`config.mk`:
```
export PLATFORM = sky130hd
export DESIGN_NAME = display_scan_controller
export DESIGN_NICKNAME = d
export VERILOG_FILES = /design/src/rtl/display_scan_controller_pkg.sv /design/src/rtl/bcd2segments.sv /design/src/rtl/display_scan_controller.sv
export SDC_FILE = /design/constraint.sdc
export NUM_CORES = 1
export LEC_CHECK = 0
export CORE_AREA = 8 8 101 103
export DETAILED_ROUTE_END_ITERATION = 10
export DIE_AREA = 0 0 109 111
export SLEW_MARGIN = 10
export SYNTH_ARGS = -nofsm -noshare
export SYNTH_HDL_FRONTEND = slang
export SYNTH_SLANG_ARGS = --single-unit
```
`constraint.sdc`:
```
create_clock -name clk -period 3.7 [get_ports clk]
set_input_delay 0.74 -clock clk [delete_from_list [all_inputs] [get_ports clk]]
set_output_delay 0.74 -clock clk [all_outputs]
set_load 0.01 [all_outputs]
```
`src/rtl/display_scan_controller_pkg.sv`:
```
// Shared definitions for the multiplexed 7-segment scan controller:
// scan state encoding, all-off segment pattern and a width helper.
package display_scan_controller_pkg;

    // Per-slot scan phase: dead-time first, then the digit is lit.
    typedef enum logic {
        ST_BLANK = 1'b0,
        ST_SHOW  = 1'b1
    } scan_state_t;

    // Bits needed to hold 0..value-1 (never less than 1).
    function automatic int clog2(input int value);
        int r;
        r = 1;
        for (int i = 1; i < 31; i++) begin
            if ((1 << i) < value) begin
                r = i + 1;
            end
        end
        return r;
    endfunction

    // Segment bus value that leaves every segment and the dp dark.
    function automatic logic [7:0] seg_off(input bit common_anode);
        return common_anode ? 8'hFF : 8'h00;
    endfunction

endpackage

```
`src/rtl/bcd2segments.sv`:
```
// Combinational BCD to 7-segment decoder. Output order is {a,b,c,d,e,f,g,dp};
// the dp position is always driven dark. Codes above 9 decode to blank.
module bcd2segments #(
    parameter int COMMON_ANODE = 1
) (
    input  logic [3:0] bcd,
    output logic [7:0] segments
);

    logic [6:0] lit;

    // Active-high glyph table {a,b,c,d,e,f,g}
    always_comb begin
        lit = 7'b0000000;
        case (bcd)
            4'd0:    lit = 7'b1111110;
            4'd1:    lit = 7'b0110000;
            4'd2:    lit = 7'b1101101;
            4'd3:    lit = 7'b1111001;
            4'd4:    lit = 7'b0110011;
            4'd5:    lit = 7'b1011011;
            4'd6:    lit = 7'b1011111;
            4'd7:    lit = 7'b1110000;
            4'd8:    lit = 7'b1111111;
            4'd9:    lit = 7'b1111011;
            default: lit = 7'b0000000;
        endcase
    end

    assign segments = (COMMON_ANODE != 0) ? ~{lit, 1'b0} : {lit, 1'b0};

endmodule

```
`src/rtl/display_scan_controller.sv`:
```
// Time-multiplexed scan controller for an N-digit 7-segment display.
// A shadow buffer takes loads at any time; the displayed (active) word only
// changes on the frame wrap so a frame never mixes old and new digits.
module display_scan_controller
    import display_scan_controller_pkg::*;
#(
    parameter int COMMON_ANODE     = 1,
    parameter int DIGIT_ACTIVE_LOW = 1,
    parameter int NUM_DIGITS       = 4,
    parameter int SCAN_DIV         = 50000,
    parameter int BLANK_CYCLES     = 16
) (
    input  logic                      clk,
    input  logic                      rst_n,
    input  logic [4*NUM_DIGITS-1:0]   value_in,
    input  logic [NUM_DIGITS-1:0]     dp_in,
    input  logic                      load,
    input  logic                      lz_blank,
    output logic [7:0]                segments,
    output logic [NUM_DIGITS-1:0]     digit_en,
    output logic                      frame_done
);

    localparam int CW = clog2(SCAN_DIV);
    localparam int IW = clog2(NUM_DIGITS);
    localparam logic [7:0] SEG_OFF = seg_off(COMMON_ANODE != 0);
    // XOR mask that turns an active-high one-hot into pin polarity.
    localparam logic [NUM_DIGITS-1:0] EN_OFF = {NUM_DIGITS{DIGIT_ACTIVE_LOW != 0}};

    logic [4*NUM_DIGITS-1:0] shadow_val_reg, active_val_reg;
    logic [NUM_DIGITS-1:0]   shadow_dp_reg, active_dp_reg;
    logic                    pending_reg;
    logic [CW-1:0]           cnt_reg, cnt_next;
    logic [IW-1:0]           idx_reg, idx_next;
    scan_state_t             state_reg, state_next;
    logic [7:0]              segments_reg;
    logic [NUM_DIGITS-1:0]   digit_en_reg;
    logic                    frame_done_reg;

    logic                    slot_end, last_digit, wrap;
    logic [3:0]              digit_nib [NUM_DIGITS];
    logic [NUM_DIGITS-1:0]   digit_zero, lz_mask;
    logic [3:0]              cur_nib;
    logic [7:0]              dec_seg, show_seg;
    logic                    dp_pin;
    logic [NUM_DIGITS-1:0]   en_show;

    assign slot_end   = (cnt_reg == CW'(SCAN_DIV - 1));
    assign last_digit = (idx_reg == IW'(NUM_DIGITS - 1));
    assign wrap       = slot_end && last_digit;

    assign cnt_next   = slot_end ? '0 : cnt_reg + 1'b1;
    assign state_next = (cnt_next < CW'(BLANK_CYCLES)) ? ST_BLANK : ST_SHOW;
    assign idx_next   = slot_end ? (last_digit ? '0 : idx_reg + 1'b1) : idx_reg;

    // Split the active word into digits; a digit is a leading zero when it
    // and every more-significant digit are zero. Digit 0 always shows.
    generate
        for (genvar gi = 0; gi < NUM_DIGITS; gi++) begin : g_digit
            assign digit_nib[gi]  = active_val_reg[4*gi +: 4];
            assign digit_zero[gi] = (digit_nib[gi] == 4'd0);
            if (gi == 0) begin : g_lsd
                assign lz_mask[gi] = 1'b0;
            end else begin : g_upper
                assign lz_mask[gi] = lz_blank & (&digit_zero[NUM_DIGITS-1:gi]);
            end
        end
    endgenerate

    assign cur_nib = digit_nib[idx_reg];

    bcd2segments #(
        .COMMON_ANODE (COMMON_ANODE)
    ) u_bcd2segments (
        .bcd      (cur_nib),
        .segments (dec_seg)
    );

    // Pattern for the current digit: decoder a-g unless leading-zero
    // blanked, dp taken from the active buffer instead of the decoder.
    always_comb begin
        dp_pin   = (COMMON_ANODE != 0) ? ~active_dp_reg[idx_reg] : active_dp_reg[idx_reg];
        show_seg = {(lz_mask[idx_reg] ? SEG_OFF[7:1] : dec_seg[7:1]), dp_pin};
        en_show  = NUM_DIGITS'(1) << idx_reg;
    end

    // Scan FSM: slot counter, digit index and registered pin drivers.
    always_ff @(posedge clk or negedge rst_n) begin
        if (!rst_n) begin
            cnt_reg        <= '0;
            idx_reg        <= '0;
            state_reg      <= ST_BLANK;
            segments_reg   <= SEG_OFF;
            digit_en_reg   <= EN_OFF;
            frame_done_reg <= 1'b0;
        end else begin
            cnt_reg        <= cnt_next;
            idx_reg        <= idx_next;
            state_reg      <= state_next;
            frame_done_reg <= wrap;
            if (state_reg == ST_SHOW) begin
                segments_reg <= show_seg;
                digit_en_reg <= en_show ^ EN_OFF;
            end else begin
                segments_reg <= SEG_OFF;
                digit_en_reg <= EN_OFF;
            end
        end
    end

    // Double buffer: loads land in the shadow, which is promoted at the wrap.
    // A load on the wrap cycle itself bypasses the shadow.
    always_ff @(posedge clk or negedge rst_n) begin
        if (!rst_n) begin
            shadow_val_reg <= '0;
            shadow_dp_reg  <= '0;
            active_val_reg <= '0;
            active_dp_reg  <= '0;
            pending_reg    <= 1'b0;
        end else if (wrap) begin
            if (load) begin
                active_val_reg <= value_in;
                active_dp_reg  <= dp_in;
                shadow_val_reg <= value_in;
                shadow_dp_reg  <= dp_in;
            end else if (pending_reg) begin
                active_val_reg <= shadow_val_reg;
                active_dp_reg  <= shadow_dp_reg;
            end
            pending_reg <= 1'b0;
        end else if (load) begin
            shadow_val_reg <= value_in;
            shadow_dp_reg  <= dp_in;
            pending_reg    <= 1'b1;
        end
    end

    assign segments   = segments_reg;
    assign digit_en   = digit_en_reg;
    assign frame_done = frame_done_reg;

endmodule

```
After elaboration in Yosys (flattened, before gate mapping). Memories as Yosys holds them, arrays and structs flattened. Cells that the tools add are included. W data, S select, Z words.

Bits in registers: 73. Memory bits (read-only): 112. Bits of input ports: 24. Output and inout bits: 13. Word-level logic and storage cells: 55. Memories: 1.

Add/subtract/negate cells: 2. $lt $le $gt $ge: 3. Eq/ne operators: 2. Shift-type cells: 1. Multiplexer cells: 19. Bitwise operators: 7. Reductions and logical operators: 9.

Memories: (name not given) (words 16, bits a word 7, rd ports 1, clocked after Yosys merged registers in 0, wr ports 0, line bcd2segments.sv:15) `case (bcd)`.

Operators by type and width (number): $mux W16 (3); $mux W4 (5); $add A16 B1 Y16 const B (1); $eq A16 B16 Y1 const B (1); $lt A16 B5 Y1 const B (1); $logic_not A4 Y1 (3); $bmux W4 S2 (1); $mux W8 (1); $not A8 Y8 (1); $mux W7 (1); $mux W1 (5); $bmux W1 S2 (2); $not A4 Y4 (1); $reduce_and A2 Y1 (2); $reduce_bool A2 Y1 (2); $shl A1 B2 Y4 const A (1); $and A1 B1 Y1 (3); $ge A3 B3 Y1 const B (1); $lt A2 B3 Y1 const B (1); $not A2 Y3 (1); $reduce_and A3 Y1 (1); $add A2 B1 Y2 const B (1); $eq A2 B2 Y1 const B (1); $mux W2 (1); other kinds (2) (2).

Depth between registers and ports, before layout. An unclocked memory read counts as a cell.

Depth after elaboration: 8. Mapped depth: 8. Depth with buffers taken out: 7.

Hierarchy. Synthesis repeated with hierarchy kept, for this count alone.

Cells, all modules: 265. Area total of the unflattened synthesis: 3505.9 sq um.

By module, submodules not included: display_scan_controller (times used 1, cells each 235, area an instance 3304.4 sq um, sequential area each 1841.8 sq um); bcd2segments (times used 1, cells each 30, area an instance 201.4 sq um, sequential area each 0.0 sq um).

Worst setup path after synthesis. Ideal clock, no wire load.

Kind: reg2reg. Start point: register cnt_reg[9]. End point: register active_dp_reg[0]. Setup time: 0.127 ns. Arrival time: 1.744 ns. Required time: 3.573 ns. Slack: 1.829 ns. Cell stages (with the launch flop): 9. Path buffers: 2. Clock period less this slack: 1.871 ns. Cell sequence: dfrtp_1 buf_2 nand2_1 nor4_1 and4_1 and3_1 and2b_1 buf_6 mux2_1.

Word-level cells in the longest chain between the ends: 3.

Ends and longest elaborated chain: start: declaration (line display_scan_controller.sv:33) `logic [CW-1:0] cnt_reg, cnt_next;`; start signal: assignment (line display_scan_controller.sv:97) `cnt_reg <= cnt_next;`; $eq A16 B16 Y1 (line display_scan_controller.sv:48) `assign slot_end = (cnt_reg == CW'(SCAN_DIV - 1));`; $logic_and A1 B1 Y1 (line display_scan_controller.sv:50) `assign wrap = slot_end && last_digit;`; via wrap (line display_scan_controller.sv:40) `logic slot_end, last_digit, wrap;`; $reduce_and A2 Y1 (no line); end signal: assignment (line display_scan_controller.sv:123) `active_dp_reg <= dp_in;`; end signal: assignment (line display_scan_controller.sv:128) `active_dp_reg <= shadow_dp_reg;`; end: declaration (line display_scan_controller.sv:31) `logic [NUM_DIGITS-1:0] shadow_dp_reg, active_dp_reg;`.

The timed path passes the listed nets, and every way through them passes these cells. A chain may end at the register's enable or synchronous reset.

Worst setup path in the final report.
Start point: register cnt_reg[9]. End point: register active_dp_reg[1].

Same word-level chain as after synthesis.

==> summary.txt <==
Crit. End Element: flop
Worst EP arrival: 2710 ps
Synth Area per Inst: 12.4 µm²
Combinational Power Share: 5.3%
yosys synthesis warning count: 0
overall routed net length: 6080 µm
Initial Util: 39.0%
status: finished clean
max-slew violation count: 0
count of final setup violators: 0
dpl ws: 827 ps
total congestion overflow: 0
hold slack: 436 ps
final worst slack: 1210 ps
RR Endpoint: active_dp_reg[1]
Worst Path Required: 3920 ps
drt pass-1 iters: 4
Ports: 37
met1 Track Usage GR: 13.8%
DRT iter0 DRCs: 44
synth top area cells: dfrtp_1 46%, dfstp_2 9.4%, mux2_1 6.7%
RD Place Congestion: 0.799
nets: 343
VDD IR max: 0.000192 V
setup TNS: 0 ps
share of cells above drive strength 1: 18.5%
Post-Syn Instances: 270
Netlist cell types: 38
critical path class: flop to flop
initial antenna violation count: 0
routed len/inst: 14.4 µm
worst r2r path cells: 6
Final Hold Fails: 0
Slew headroom: 44.3%
Post CTS Setup Buffer Count: 0
Seq pwr share: 56.8%
Worst Skew: 7.20 ps
RSZ-0062 raised after global routing: no
Synth top area share: 45.7%
CP startpoint kind: flop
leading area contributor after synthesis: dfrtp_1
Final period util: 67.3%
Via-to-Cell Ratio: 4.92
EDFF count, synth: 0
Die Area: 12100 µm²
GR Util All Layers: 10.8%
Core ar.: 8550 µm²
worst skew pair latency: 340 ps
Cell Area, Synth: 3340 µm²
#FFs+latches synth: 73
Finished Core Util: 46.3%
P_int: 1120 µW
Clock Pin Slew Worst Setup and Hold Paths: 70 ps
switching part of the total: 22.5%
Least-Margin Pin Slew: 836 ps
Antenna Diode Count: 0
DRC Markers: 0
Root Buffer: clkbuf_8
layout overhead on the synthesized area: 18.7%
remaining antenna violation count: 0
max-capacitance violation count: 0
die width: 109 µm
top_reg_cell synth: dfrtp_1
I/O Buffers: 36
total CTS buffers: 9
Pleak: 0.00177 µW
via count: 2072
min-delay worst type: input port to asynchronous set/reset pin
met2 usage: 16.5%
vias in the first global route: 2087
die extent in y: 111 µm
Max FO, Critical Path: 20
syn nets: 305
Clock Path Buffers: 2
Fmax achieved: 401 MHz
met3 usage: 2.79%
Clk pwr share: 37.9%
Reg2Reg Launch Point: cnt_reg[9]
Cell Area, Placed: 3790 µm²
hpwl dp: 4510 µm
sequential area share after synthesis: 55.2%
global-route wire length before repair: 10300 µm
clk sinks: 73
Most Crowded Layer GR: met2
cell area after layout: 3960 µm²
Final min period: 2490 ps
PwrDens: 366 nW/µm²
CTS tree: done
Synth async-reset ratio: 100%
CTS H-Tree Depth: 3
Hold Buf Count CTS: 0
Net Switching: 327 µW
post-CTS sizing: 0
Rows: 34
r2r setup slk: 1210 ps
pin count of the biggest net entering global routing: 32
## cell usage after synthesis, drive strengths merged, types with 6 or more instances
library cell  count
a21oi             7
buf               8
dfrtp            61
dfstp            12
ha               11
inv              10
mux2             40
nand2            21
nand3             6
nor2             21
o21ai            14
xor2              8
## layout by cell type, fill, tap and decap left out, drive strengths merged, types with 6 or more instances in the layout
cell type,netlist,layout
ha,11,11
clkdlybuf4s50,0,35
o21ai,14,14
nor2,21,21
dfstp,12,12
mux2,40,40
nand2,21,21
inv,10,10
xor2,8,8
dfrtp,61,61
a21oi,7,7
nand3,6,6
clkbuf,5,12
## kinds of logic (layout without fill, tap and decap cells)
kind of cell | after synthesis | in the layout | synth area share [%]
compound gates | 28 | 28 | 4.80
xor+xnor | 13 | 13 | 3.41
fa+ha+maj | 11 | 11 | 4.12
buf+inv | 23 | 66 | 3.26
flops | 73 | 73 | 55.2
mux | 46 | 46 | 17.2
simple gates | 76 | 76 | 12.0
## how the worst max path moves through the flow
stage,from,end,slack [ps],cells past startpoint
after floorplan,cnt_reg[9],active_dp_reg[0],1830,8
after global placement,load,active_val_reg[2],850,5
after detailed placement,load,active_val_reg[1],830,5
after CTS,cnt_reg[13],active_val_reg[1],1180,6
after global routing,cnt_reg[13],active_val_reg[7],1030,6
final,cnt_reg[9],active_dp_reg[1],1210,6
## routing by layer
metal / wire (µm) / part of all wire [%]
met4: 105 / 1.7
met1: 2880 / 47
met5: 0 / 0
met2: 2800 / 46
met3: 288 / 4.7
## critical path, cell delays in order, from the launching register on
cell     delay (ps)
dfrtp_1         460
nand2_1         120
nor4_1          220
and4_1          260
and3_1          220
and2b_1         690
mux2_1          390
## through the flow
step | total power (µW) | cells
floorplan | 868 | 270
global placement | 917 | 405
detailed placement | 920 | 405
CTS | 1480 | 421
global route | 1520 | 421
finish | 1450 | 421
## power groups by stage
stage	Combinational (µW)	Clock (µW)	Sequential, µW
CTS	80.2	573	824
finish	76.6	550	824
global route	86.8	602	826
detailed placement	79.9	0	840
global placement	78.8	0	839
floorplan	30.1	0	838
## layout make-up
type	count	area, µm²
inverter	10	37.5
clock buffer	12	145
tap	108	135
fill	775	4590
clock inverter	4	28.8
sequential	73	1840
timing repair buffer	40	385
multi-input combinational	174	1390
Power figures use the tool's default switching activity.
==> variant 1, RTL diff (same flow settings) <==
Set the parameter `NUM_DIGITS` to 2 (it was 4).
--- a/src/rtl/display_scan_controller.sv
+++ b/src/rtl/display_scan_controller.sv
@@ -6,7 +6,7 @@
 #(
     parameter int COMMON_ANODE     = 1,
     parameter int DIGIT_ACTIVE_LOW = 1,
-    parameter int NUM_DIGITS       = 4,
+    parameter int NUM_DIGITS       = 2,
     parameter int SCAN_DIV         = 50000,
     parameter int BLANK_CYCLES     = 16
 ) (
Ports: changed (resized digit_en, dp_in and value_in); port bits go from 37 to 25. The function was not compared with the original's and may differ.
==> variant 1 against the original RTL <==
- non-clock buffer count shrank 14
- synthesized area down 29%
- total power fell by 32%
- critical path depth fell by 2
- worst hold slack better by 0.044 ns
- setup slack better by 0.059 ns
- sequential cell count fell by 23
- routed wire length decreased by 29%
- design area down 29%
- clock power shrank 29%
- core utilization is 14 points lower
- critical path type unchanged
==> variant 1: results <==
export IMPL_hp_class="flop to flop"
export IMPL_leakagePower_nw=1.25
export IMPL_yosys_top_cells_count="40 x dfrtp_1, 19 x nand2_1, 12 x mux2_2, 11 x nor2_1"
export IMPL_p_clk_mw=0.389
export IMPL_worst_clock_skew_ns=0.0142
export IMPL_drive_gt1_share_pct=19.9
export IMPL_track_usage_pct=7.73
export IMPL_cp_slowest_cell="or4b_4"
export IMPL_ys_seq_area_share_pct=53.7
export IMPL_pwr_share_comb_pct=4.3
export IMPL_clk_latency_ns=0.31
export IMPL_finalNetCount=245
export IMPL_grt_pass1_wl_um=7560
export IMPL_grt_max_degree=51
export IMPL_dp_hpwl_um=3180
export IMPL_cp_max_fo=10
export IMPL_regToRegSetupSlack_ns=1.27
export IMPL_cp_arrival_ns=2.63
export IMPL_gp_congestion=0.775
export IMPL_ys_top_cells_by_area="dfrtp_1 43%, dfstp_2 11%, mux2_4 6.4%, mux2_2 5.7%, xnor2_1 3.3%"
export IMPL_status="complete, no violations"
export IMPL_dp_cells=326
export IMPL_cts_buffers=5
export IMPL_slowest_delay_ns=0.56
export IMPL_grt_pass1_vias=1565
==> variant 1: cell types whose count changed after synthesis, moves of 4 or more <==
cell | before | now
mux2_2 | 20 | 12
mux2i_1 | 1 | 6
mux2_1 | 20 | 0
nor2_1 | 21 | 11
o21ai_1 | 8 | 0
nand3_1 | 6 | 10
mux4_2 | 5 | 0
mux2_4 | 0 | 10
buf_2 | 6 | 2
xnor2_1 | 5 | 9
dfrtp_1 | 61 | 40
nand4_1 | 1 | 5
and4_1 | 5 | 1
ha_1 | 11 | 6
==> variant 1: routing by layer <==
layer	up-vias	track usage, %	part of all wire, %
met4	0	3.01	1.5
li1	743	-	-
met2	24	12.3	49
met3	5	2.44	5.0
met1	732	9.42	44
met5	-	0	0
==> variant 1: layout make-up <==
class | instances | area, µm²
multi-input cells | 135 | 1020
flip-flops and latches | 50 | 1260
inverters | 7 | 26.3
fillers | 870 | 5750
clock inverters | 3 | 43.8
clock buffers | 5 | 68.8
well taps | 108 | 135
repair buffers | 26 | 250
==> variant 1: kinds of logic after synthesis <==
| kind of cell | after synthesis | synth area share, % |
|---|---|---|
| compound gates | 17 | 4.36 |
| xor+xnor | 16 | 5.95 |
| fa+ha+maj | 6 | 3.19 |
| buf+inv | 15 | 3.13 |
| flops | 50 | 53.7 |
| mux | 28 | 14.7 |
| simple gates | 68 | 15.0 |
==> variant 1: worst max-delay path by stage <==
| stage | startpoint | end |
|---|---|---|
| floorplan | cnt_reg[5] | active_dp_reg[0] |
| global route | cnt_reg[5] | active_val_reg[0] |
| finish | cnt_reg[5] | active_dp_reg[1] |
| detailed placement | load | active_dp_reg[1] |
| CTS | cnt_reg[5] | active_dp_reg[1] |
| global placement | load | active_val_reg[3] |
==> variant 2, RTL diff (config.mk and constraints unchanged) <==
Made on the original files. Register the inputs `value_in`, `dp_in`, `load` and `lz_blank` before use, cleared by the reset. The logic sees them one clock later. Comments in the files are not updated.
--- a/src/rtl/display_scan_controller.sv
+++ b/src/rtl/display_scan_controller.sv
@@ -26,6 +26,25 @@
     localparam logic [7:0] SEG_OFF = seg_off(COMMON_ANODE != 0);
     // XOR mask that turns an active-high one-hot into pin polarity.
     localparam logic [NUM_DIGITS-1:0] EN_OFF = {NUM_DIGITS{DIGIT_ACTIVE_LOW != 0}};
+
+    logic [4*NUM_DIGITS-1:0] value_q;
+    logic [NUM_DIGITS-1:0] dp_q;
+    logic load_q;
+    logic lz_blank_q;
+
+    always_ff @(posedge clk or negedge rst_n) begin
+        if (!rst_n) begin
+            value_q    <= '0;
+            dp_q       <= '0;
+            load_q     <= '0;
+            lz_blank_q <= '0;
+        end else begin
+            value_q    <= value_in;
+            dp_q       <= dp_in;
+            load_q     <= load;
+            lz_blank_q <= lz_blank;
+        end
+    end
 
     logic [4*NUM_DIGITS-1:0] shadow_val_reg, active_val_reg;
     logic [NUM_DIGITS-1:0]   shadow_dp_reg, active_dp_reg;
@@ -62,7 +81,7 @@
             if (gi == 0) begin : g_lsd
                 assign lz_mask[gi] = 1'b0;
             end else begin : g_upper
-                assign lz_mask[gi] = lz_blank & (&digit_zero[NUM_DIGITS-1:gi]);
+                assign lz_mask[gi] = lz_blank_q & (&digit_zero[NUM_DIGITS-1:gi]);
             end
         end
     endgenerate
@@ -118,19 +137,19 @@
             active_dp_reg  <= '0;
             pending_reg    <= 1'b0;
         end else if (wrap) begin
-            if (load) begin
-                active_val_reg <= value_in;
-                active_dp_reg  <= dp_in;
-                shadow_val_reg <= value_in;
-                shadow_dp_reg  <= dp_in;
+            if (load_q) begin
+                active_val_reg <= value_q;
+                active_dp_reg  <= dp_q;
+                shadow_val_reg <= value_q;
+                shadow_dp_reg  <= dp_q;
             end else if (pending_reg) begin
                 active_val_reg <= shadow_val_reg;
                 active_dp_reg  <= shadow_dp_reg;
             end
             pending_reg <= 1'b0;
-        end else if (load) begin
-            shadow_val_reg <= value_in;
-            shadow_dp_reg  <= dp_in;
+        end else if (load_q) begin
+            shadow_val_reg <= value_q;
+            shadow_dp_reg  <= dp_q;
             pending_reg    <= 1'b1;
         end
     end
Function: no difference found for any inputs over 10 cycles, from zero or initial values and one cycle with rst_n low; that may be too few to reach the edited logic, so the function may still have changed.
==> variant 2 against the original RTL <==
- synthesized area increased by 16%
- die area unchanged
- global-route usage increased by 1.5 points
- design area increased by 16%
- critical path type unchanged
- sequential cell count increased by 22
- largest power group unchanged
- routed wire length increased by 10%
- total power increased by 34%
- setup slack improved by 0.033 ns
==> variant 2: results <==
export IMPL_syn_avg_cell_area_um2=13.3
export IMPL_synth_xor_area_share_pct=2.93
export IMPL_status="complete, no violations"
export IMPL_synth_compound_area_share_pct=4.12
export IMPL_leakagePower_nw=2.07
export IMPL_drt_wl_total_um=6700
export IMPL_p_clk_mw=0.781
export IMPL_peakVddDrop_mv=0.237
export IMPL_p_seq_mw=1.08
export IMPL_grt_pass1_vias=2398
export IMPL_finalPower_mw=1.94
export IMPL_placed_area_um2=4340
export IMPL_synthMuxAreaShare_pct=14.7
export IMPL_hold_ws_ns=0.321
export IMPL_yosys_top_cells_count="83 x dfrtp_1, 21 x nand2_1, 21 x nor2_1, 20 x mux2_1, 20 x mux2_2"
export IMPL_ys_top_cells_by_area="dfrtp_1 53%, dfstp_2 8.1%, mux2_1 5.8%, mux2_2 5.8%, ha_1 3.5%"
export IMPL_track_usage_pct=12.3
export IMPL_ys_seq_area_share_pct=61.5
export IMPL_dp_hpwl_um=4720
export IMPL_cp_arrival_ns=2.70
export IMPL_grt_max_degree=39
export IMPL_detail_route_iter0_violations=73
export IMPL_clk_pin_slew_ns=0.10
export IMPL_drive_gt1_share_pct=17.9
export IMPL_syn_num_nets=327
export IMPL_synth_fa_ha_area_share_pct=3.54
export IMPL_worst_clock_skew_ns=0.0154
export IMPL_slew_headroom_pct=44.1
==> variant 2: cell type report <==
cell class,instances,area (µm²)
tap,108,135
inverter,10,37.5
fill,739,3980
multi-input combinational,174,1390
timing repair buffer,40,388
clock buffer,10,138
sequential,95,2390
clock inverter,6,97.6
==> variant 2: final timing paths <==
kind / startpoint / cells past startpoint / to
worst max register to register: cnt_reg[13] / 6 / active_val_reg[12]
worst min register to register: pending_reg / 2 / pending_reg
max in group asynchronous: rst_n / 2 / segments[3]
worst min-delay path: rst_n / 1 / value_q[5]
min in group clk: pending_reg / 2 / pending_reg
worst max-delay path: cnt_reg[13] / 6 / active_val_reg[12]
==> variant 2: per-layer routing <==
layer / wire length, µm / vias to the layer above / track usage, %
li1: - / 1078 / -
met1: 3180 / 1135 / 16.2
met2: 3090 / 36 / 18.5
met3: 298 / 11 / 3.49
met4: 127 / 0 / 5.02
met5: 0 / - / 0
